$ cat config.mk
export PLATFORM = sky130hd
export DESIGN_NAME = serial_cla_adder
export DESIGN_NICKNAME = d
export VERILOG_FILES = /design/src/rtl/serial_cla_pkg.sv /design/src/rtl/carry_gen_adder.sv /design/src/rtl/serial_cla_adder.sv
export SDC_FILE = /design/constraint.sdc
export NUM_CORES = 1
export LEC_CHECK = 0
export BUFFER_PORTS_ARGS = -buffer_cell sky130_fd_sc_hd__buf_2
export CAP_MARGIN = 20
export CORE_MARGIN = 2
export CORE_UTILIZATION = 30
export CTS_CLUSTER_DIAMETER = 50
export DETAILED_ROUTE_END_ITERATION = 10
export PLACE_DENSITY = 0.57
export RECOVER_POWER = 25
export REMOVE_ABC_BUFFERS = 1
export SYNTH_ARGS = -nofsm -noshare
export SYNTH_HDL_FRONTEND = slang
export SYNTH_SLANG_ARGS = --single-unit
export TNS_END_PERCENT = 50
$ cat constraint.sdc
create_clock -name clk -period 3.3 [get_ports clk]
set_clock_uncertainty 0.1 [all_clocks]
set_input_delay 0.165 -clock clk [delete_from_list [all_inputs] [get_ports clk]]
set_output_delay 0.165 -clock clk [all_outputs]
set_load 0.01 [all_outputs]
$ cat src/rtl/serial_cla_pkg.sv
// serial_cla_pkg: shared FSM state, slice width and counter sizing for serial_cla_adder
package serial_cla_pkg;
  typedef enum logic [1:0] {IDLE, RUN, DONE} state_t;
  localparam int SLICE_W = 4;
  function automatic int cnt_w(input int n);
    return n > 1 ? $clog2(n) : 1;
  endfunction
endpackage

$ cat src/rtl/carry_gen_adder.sv
// carry_gen_adder: 4-bit carry-lookahead slice; c3 tap exists only with SERIAL_CLA_OVF_EN
module carry_gen_adder (
  input  logic [3:0] a,
  input  logic [3:0] b,
  input  logic       cin,
  output logic [3:0] sum,
`ifdef SERIAL_CLA_OVF_EN
  output logic       c3,
`endif
  output logic       cout
);
  logic [3:0] g, p;
  logic [4:0] c;
  assign g = a & b;
  assign p = a ^ b;
  always_comb begin
    c[0] = cin;
    c[1] = g[0] | (p[0] & cin);
    c[2] = g[1] | (p[1] & g[0]) | (&p[1:0] & cin);
    c[3] = g[2] | (p[2] & g[1]) | (&p[2:1] & g[0]) | (&p[2:0] & cin);
    c[4] = g[3] | (p[3] & g[2]) | (&p[3:2] & g[1]) | (&p[3:1] & g[0]) | (&p & cin);
  end
  assign sum  = p ^ c[3:0];
  assign cout = c[4];
`ifdef SERIAL_CLA_OVF_EN
  assign c3 = c[3];
`endif
endmodule

$ cat src/rtl/serial_cla_adder.sv
// serial_cla_adder: WIDTH-bit add done one 4-bit CLA chunk per clock; SERIAL_CLA_OVF_EN adds ovf output
module serial_cla_adder
  import serial_cla_pkg::*;
#(
  parameter int WIDTH = 16
) (
  input  logic             clk,
  input  logic             rst_n,
  input  logic             in_valid,
  output logic             in_ready,
  input  logic [WIDTH-1:0] a,
  input  logic [WIDTH-1:0] b,
  input  logic             cin,
  output logic             out_valid,
  input  logic             out_ready,
  output logic [WIDTH-1:0] sum,
`ifdef SERIAL_CLA_OVF_EN
  output logic             ovf,
`endif
  output logic             cout
);
  localparam int NCHUNK = WIDTH / SLICE_W;
  localparam int CW = cnt_w(NCHUNK);
  state_t state, next;
  logic [WIDTH-1:0] a_r, b_r;
  logic [CW-1:0] cnt;
  logic carry, last, s_cout;
  logic [SLICE_W-1:0] s_sum;
`ifdef SERIAL_CLA_OVF_EN
  logic s_c3;
`endif
  assign last = cnt == CW'(NCHUNK - 1);
  carry_gen_adder u_slice (
    .a(a_r[SLICE_W*cnt +: SLICE_W]),
    .b(b_r[SLICE_W*cnt +: SLICE_W]),
    .cin(carry),
    .sum(s_sum),
`ifdef SERIAL_CLA_OVF_EN
    .c3(s_c3),
`endif
    .cout(s_cout)
  );
  always_ff @(posedge clk)
    state <= !rst_n ? IDLE : next;
  always_comb
    next = state == IDLE ? (in_valid ? RUN : IDLE) :
           state == RUN  ? (last ? DONE : RUN) :
                           (out_ready ? IDLE : DONE);
  always_comb begin
    in_ready  = state == IDLE;
    out_valid = state == DONE;
  end
  always_ff @(posedge clk) begin
    if (!rst_n) begin
      a_r   <= '0;
      b_r   <= '0;
      carry <= 1'b0;
      cnt   <= '0;
      sum   <= '0;
      cout  <= 1'b0;
`ifdef SERIAL_CLA_OVF_EN
      ovf   <= 1'b0;
`endif
    end else if (state == IDLE && in_valid) begin
      a_r   <= a;
      b_r   <= b;
      carry <= cin;
      cnt   <= '0;
      sum   <= '0;
    end else if (state == RUN) begin
      sum[SLICE_W*cnt +: SLICE_W] <= s_sum;
      carry <= s_cout;
      cnt   <= last ? cnt : cnt + 1'b1;
      if (last) begin
        cout <= s_cout;
`ifdef SERIAL_CLA_OVF_EN
        ovf  <= s_c3 ^ s_cout;
`endif
      end
    end
  end
endmodule
==> impl_metrics.csv, run 1 <==
group,metric,value,unit
synthesis,synthAdderAreaFrac,6.10,%
synthesis,synthXorXnorAreaFrac,0.678,%
synthesis,netlist_area,0.00258,mm²
timing,setup_tns,0,ns
timing,fin_crit_sh,87.4,%
power,leakagePower,1.34,nW
finish,syn_to_final_growth,28.0,%
timing,whs,0.00784,ns
finish,multi_input_area,0.00141,mm²
synthesis,ys_ff_latch,54,
status,status,"finished, final reports clean",
routing,antenna_left,0,
routing,drt-wirelength-per-cell,13.5,µm
clocking,tritoncts,"yes",
power,p_int,0.000937,W
clocking,cts-resized-gates,0,
grt,grt_max_degree,45,
power,irDropWorstVdd,0.000154,V
routing,vias_per_cell,4.82,
hold_path,hold_class,"input pin to register",
timing,max_slew_margin,55.7,%
placed_design,dpl.cell_count,423,
routing,drtPass1Iterations,4,
clocking,cts_buffers,5,
power,power_density,395,mW/mm²
floorplan,die_h,96.8,µm
finish,n_antenna_cell,0,
finish,layout_commonest_cell,"nand2_1",
timing,min_period,2.88,ns
synthesis,syn_avg_cell_area,9.33,µm²
floorplan,io_pins,56,
routing,drc_errors,0,
placed_design,gp_congestion,0.786,
finish,register_area,0.00108,mm²
synthesis,ys_warn_count,0,
worst_setup_path,crit_required,3.42,ns
synthesis,synth_top_family_by_area,"simple AND/OR/NAND/NOR gates",
worst_setup_path,cp_max_fo,9,
timing,final-setup-viol-count,0,
grt,grtUsageTotal,13.7,%
run,drv_cap,0,
clocking,cts_buffer_depth,2,
worst_setup_path,critPathSlowestCell,"dfxtp_1",
power,p_sw_share,28.4,%
routing,vias,2221,
timing,rsz0062_at_grt,"no",
floorplan,core,0.00830,mm²
clocking,htree_levels,2,
grt,grt_pass1_wl,10.7,mm
timing,tightestPinTransition,0.664,ns
synthesis,synth_mux_area_share,7.36,%
floorplan,fp.dieW,96.8,µm
worst_setup_path,cp-end-kind,"register",
power,p_comb_share,16.4,%
worst_setup_path,slowest_delay,0.63,ns
finish,final_cell_mix,"72 x nand2_1, 54 x dfxtp_1, 37 x buf_2, 32 x a21boi_1, 30 x dlygate4sd3_1",
routing,drt-total-wl,6.21,mm
worst_setup_path,critPathLaunchType,"register",
synthesis,synth-compound-area-share,16.7,%
timing,drv_slew,0,
finish,drive_gt1_share,17.4,%
synthesis,synth-main-ff-cell,"dfxtp_1",
grt,grt_pass1_vias,2168,
clocking,clk_pin_slew,0.10,ns
routing,drtIter0Drc,104,
grt,antenna_found_initial,0,
floorplan,initial_core_util,31.1,%
worst_setup_path,path_cells,"mux4_2, ha_1, a41o_1, a21oi_1, o21ai_1, o221a_1",
synthesis,netlist_instances,277,
synthesis,ys_async_sr_fraction,0,%
grt,overflow,0,
placed_design,io_buffers,55,
worst_setup_path,cp.arrival,3.00,ns
placed_design,place_ws,0.402,ns
timing,fin_ws,0.417,ns
clocking,root_buffer,"clkbuf_8",
clocking,clock_latency,0.32,ns
synthesis,synth_edf_count,0,
synthesis,yosys.area_share.simple,23.6,%
finish,fin_cells,461,
power,pwr-share-seq,53.7,%
synthesis,yosysUniqueCellTypes,38,
finish,final_nets,404,
power,clkPwrFrac,29.9,%
timing,finalHoldViolCount,0,
timing,fmax,0.347,GHz
power,p_sw,0.000371,W
floorplan,rows,33,
floorplan,die_area,0.00938,mm²
clocking,cts.sink_count,54,
synthesis,seq_area_frac_synth,41.8,%
placed_design,dp_hpwl,4.29,mm
finish,num-fill-cells,816,
worst_setup_path,critical_path_class,"register to register",
## power by group through the flow
stage          logic (W)  registers (W)  clock network, W
6_report        0.000215       0.000702          0.000392
5_1_grt         0.000242       0.000707          0.000416
4_1_cts         0.000216       0.000703          0.000399
3_5_place_dp    0.000189       0.000718                 0
3_3_place_gp    0.000186       0.000718                 0
2_1_floorplan   0.000119       0.000714                 0
## sequential cells by signal, indices dropped and copies added, names as in the netlist
register and flops:
a_r 16, b_r 16, sum 16, cnt 2, state 2, carry 1
cout 1
## critical path, delay by kind of cell, from the launching register on
kind            cells  cell delay [ns]
compound gates      4             1.13
flops               1             0.63
mux                 1             0.57
fa+ha+maj           1             0.36
## final timing paths
| kind | from | endpoint | slack, ns | depth (start not counted) |
|---|---|---|---|---|
| worst min-delay path | b[6] | b_r[6]$_SDFFE_PN0P_ | 0.008 | 3 |
| worst min register to register | b_r[12]$_SDFFE_PN0P_ | b_r[12]$_SDFFE_PN0P_ | 0.36 | 2 |
| worst max-delay path | cnt[0]$_SDFFE_PP0P_ | cout$_SDFFE_PN0P_ | 0.42 | 6 |
| worst max register to register | cnt[0]$_SDFFE_PP0P_ | cout$_SDFFE_PN0P_ | 0.42 | 6 |
## repair_timing
action,CTS,global route
hold buffers,30,0
buffers inserted,0,0
endpoints found under the hold margin,30,0
## metal layers
layer / vias to the layer above / global-route usage [%] / share of wire (%)
met4: 0 / 5.09 / 2.6
met1: 1038 / 18.9 / 48
li1: 1117 / - / -
met2: 53 / 21.3 / 45
met5: - / 0 / 0
met3: 13 / 2.67 / 4.2
## cell families (layout without fill, tap and decap cells)
family                     count (synthesis)  count (layout)
AOI/OAI and AO/OA                         57              57
xor gates and xnor gates                   2               2
adders and majority gates                 12              12
buffers and inverters                     22             101
DFF                                       54              54
muxes                                      9               9
and+or+nand+nor                          121             121
## metrics by stage
stage	area [µm²]	util (%)	total power, W
2_1_floorplan	2500	-	0.000833
3_3_place_gp	2940	35.4	0.000905
3_5_place_dp	2940	35.4	0.000907
4_1_cts	3330	40.1	0.00132
5_1_grt	3310	39.9	0.00137
6_report	3310	39.9	0.00131
## cell usage after synthesis, types with 3 or more instances
cell / instances / area (µm²)
nand2_1: 72 / 270
dfxtp_1: 54 / 1080
a21boi_1: 32 / 240
nor2_1: 19 / 71.3
clkbuf_1: 11 / 41.3
ha_1: 11 / 138
nand3_1: 9 / 45.0
a22oi_1: 8 / 60.1
mux4_2: 8 / 180
inv_1: 5 / 18.8
a32oi_1: 4 / 35.0
buf_2: 4 / 20.0
nand4_1: 4 / 25.0
or4b_1: 4 / 40.0
nor2b_1: 3 / 18.8
## layout make-up
type / instances / share of cell area (%)
Clock inverter: 3 / 0.718
Timing Repair Buffer: 88 / 17.4
Multi-Input combinational cell: 201 / 42.6
Sequential cell: 54 / 32.7
Clock buffer: 5 / 2.08
Tap cell: 105 / 3.97
Inverter: 5 / 0.567
(Power assumes the default switching activity.)
==> run 2, diff against run 1 <==
Settings changed: CORE_UTILIZATION 30 to 46, GPL_TIMING_DRIVEN set to 0, PLACE_DENSITY 0.57 to 0.77.
==> impl_metrics.csv, run 2 (same netlist as run 1, synthesis figures left out) <==
group,metric,value,unit
routing,drt-total-wl,5.42,mm
floorplan,die_area,0.00624,mm²
finish,n_antenna_cell,0,
placed_design,place_ws,-0.0727,ns
hold_path,hold_class,"input pin to register",
finish,reg_top3,"a_r (16), b_r (16), sum (16)",
clocking,cts.sink_count,54,
timing,whs,-0.000362,ns
worst_setup_path,cp-endpoint,"cout$_SDFFE_PN0P_",
floorplan,rows,27,
clocking,root_buffer,"clkbuf_8",
timing,tightestPinTransition,0.719,ns
worst_setup_path,cp_max_fo,16,
timing,max_slew_margin,52.1,%
clocking,clock_latency,0.31,ns
placed_design,io_buffers,55,
floorplan,io_pins,56,
worst_setup_path,critPathLaunchType,"register",
routing,drtPass1Iterations,4,
clocking,tritoncts,"yes",
floorplan,fp.dieW,79.0,µm
status,status,"finished with violations",
power,clkPwrFrac,29.2,%
finish,layout_commonest_cell,"nand2_1",
worst_setup_path,r2r_setup_slack,0.25,ns
finish,final_cell_mix,"72 x nand2_1, 53 x dfxtp_1, 37 x buf_2, 32 x a21boi_1, 23 x dlygate4sd3_1",
floorplan,initial_core_util,47.2,%
grt,grt_pass1_wl,9.11,mm
clocking,post-cts-setup-buffer-count,0,
placed_design,gp_congestion,0.821,
grt,grt_pass1_vias,2028,
clocking,htree_levels,2,
worst_setup_path,crit_required,3.40,ns
routing,vias,2196,
timing,rsz0062_at_grt,"no",
power,p_sw,0.000331,W
power,power_density,398,mW/mm²
grt,grt_max_degree,45,
routing,drt-wirelength-per-cell,12.9,µm
finish,register_area,0.00108,mm²
worst_setup_path,regToRegEndpoint,"cout$_SDFFE_PN0P_",
grt,overflow,0,
status,violations,"hold timing",
timing,drv_slew,0,
grt,grtUsageTotal,18.3,%
grt,antenna_found_initial,0,
power,pwr-share-seq,54.8,%
power,p_comb_share,15.9,%
clocking,cts_buffers,5,
worst_setup_path,critical_path_class,"register to register",
worst_setup_path,cp.arrival,3.16,ns
timing,fmax,0.328,GHz
routing,drtIter0Drc,91,
worst_setup_path,reg2regPathDepth,6,
finish,drive_gt1_share,17.8,%
worst_setup_path,reg2reg_from,"cnt[0]$_SDFFE_PP0P_",
finish,fin_cells,421,
finish,num-fill-cells,556,
power,p_sw_share,25.8,%
timing,finalHoldViolCount,1,
placed_design,dpl.cell_count,390,
finish,final_nets,397,
timing,min_period,3.05,ns
timing,setup_tns,0,ns
worst_setup_path,startpoint,"cnt[0]$_SDFFE_PP0P_",
finish,multi_input_area,0.00141,mm²
floorplan,core,0.00547,mm²
power,irDropWorstVdd,0.000185,V
routing,antenna_left,0,
run,drv_cap,0,
power,p_int,0.000953,W
finish,syn_to_final_growth,24.8,%
routing,vias_per_cell,5.22,
clocking,cts_buffer_depth,2,
timing,fin_ws,0.247,ns
timing,final-setup-viol-count,0,
worst_setup_path,cp-end-kind,"register",
placed_design,dp_hpwl,3.87,mm
routing,drc_errors,0,
timing,fin_crit_sh,92.5,%
power,leakagePower,1.33,nW
clocking,clk_pin_slew,0.09,ns
floorplan,die_h,79.0,µm
run 2: cell types whose count changed in the layout (fill, tap and decap cells not counted), sizes merged:
cell / delta
dlygate4sd3: -7
clkbuf: +2
clkinv: +1
inv: -1
clkinvlp: -2
run 2: per-layer routing:
metal | global-route usage [%] | wire [µm] | vias to the layer above
met4 | 5.69 | 67 | 0
li1 | - | - | 1107
met5 | 0 | 0 | -
met2 | 32.0 | 2680 | 54
met3 | 3.86 | 250 | 5
met1 | 22.6 | 2420 | 1030
run 2: critical path, cell delays in order (launching register included):
cell	delay (ns)
dfxtp_2	0.66
mux4_2	0.58
ha_1	0.36
a41o_1	0.24
a21oi_1	0.56
o21ai_1	0.18
o221a_1	0.27
run 2: worst min-delay path by stage:
stage	cells after the start	to	startpoint	slack, ns
after floorplan	1	state[1]$_SDFF_PP0_	rst_n	0.18
after global placement	3	b_r[3]$_SDFFE_PN0P_	b[3]	0.31
after detailed placement	3	b_r[9]$_SDFFE_PN0P_	b[9]	0.31
after CTS	3	a_r[7]$_SDFFE_PN0P_	a[7]	0.002
after global routing	3	a_r[0]$_SDFFE_PN0P_	a[0]	0.003
final	3	b_r[5]$_SDFFE_PN0P_	b[5]	-0.0004
run 2: what timing repair did:
item                       4_1_cts  5_1_grt
hold buffers                    22        1
hold endpoints to repair        22        1
gates resized for setup          1        0
setup endpoints to repair        2        0
run 2: layout make-up:
| type | instances | share of cell area, % |
|---|---|---|
| multi-input combinational | 201 | 43.7 |
| sequential | 54 | 33.6 |
| timing repair buffer | 81 | 16.5 |
| tap | 72 | 2.79 |
| clock buffer | 7 | 2.68 |
| inverter | 5 | 0.582 |
| clock inverter | 1 | 0.155 |
run 2: power by group through the flow:
stage	Clock (W)	Sequential (W)	Combinational (W)
after floorplan	0	0.000714	0.000119
after global placement	0	0.000718	0.000174
after detailed placement	0	0.000720	0.000186
after CTS	0.000382	0.000705	0.000206
after global routing	0.000410	0.000709	0.000228
final	0.000376	0.000704	0.000205
run 2: metrics by stage:
| stage | power, W | util, % | cell area, µm² |
|---|---|---|---|
| 2_1_floorplan | 0.000833 | - | 2500 |
| 3_3_place_gp | 0.000892 | 52.4 | 2870 |
| 3_5_place_dp | 0.000906 | 53.5 | 2930 |
| 4_1_cts | 0.00129 | 59.2 | 3240 |
| 5_1_grt | 0.00135 | 58.9 | 3230 |
| 6_report | 0.00128 | 58.9 | 3230 |
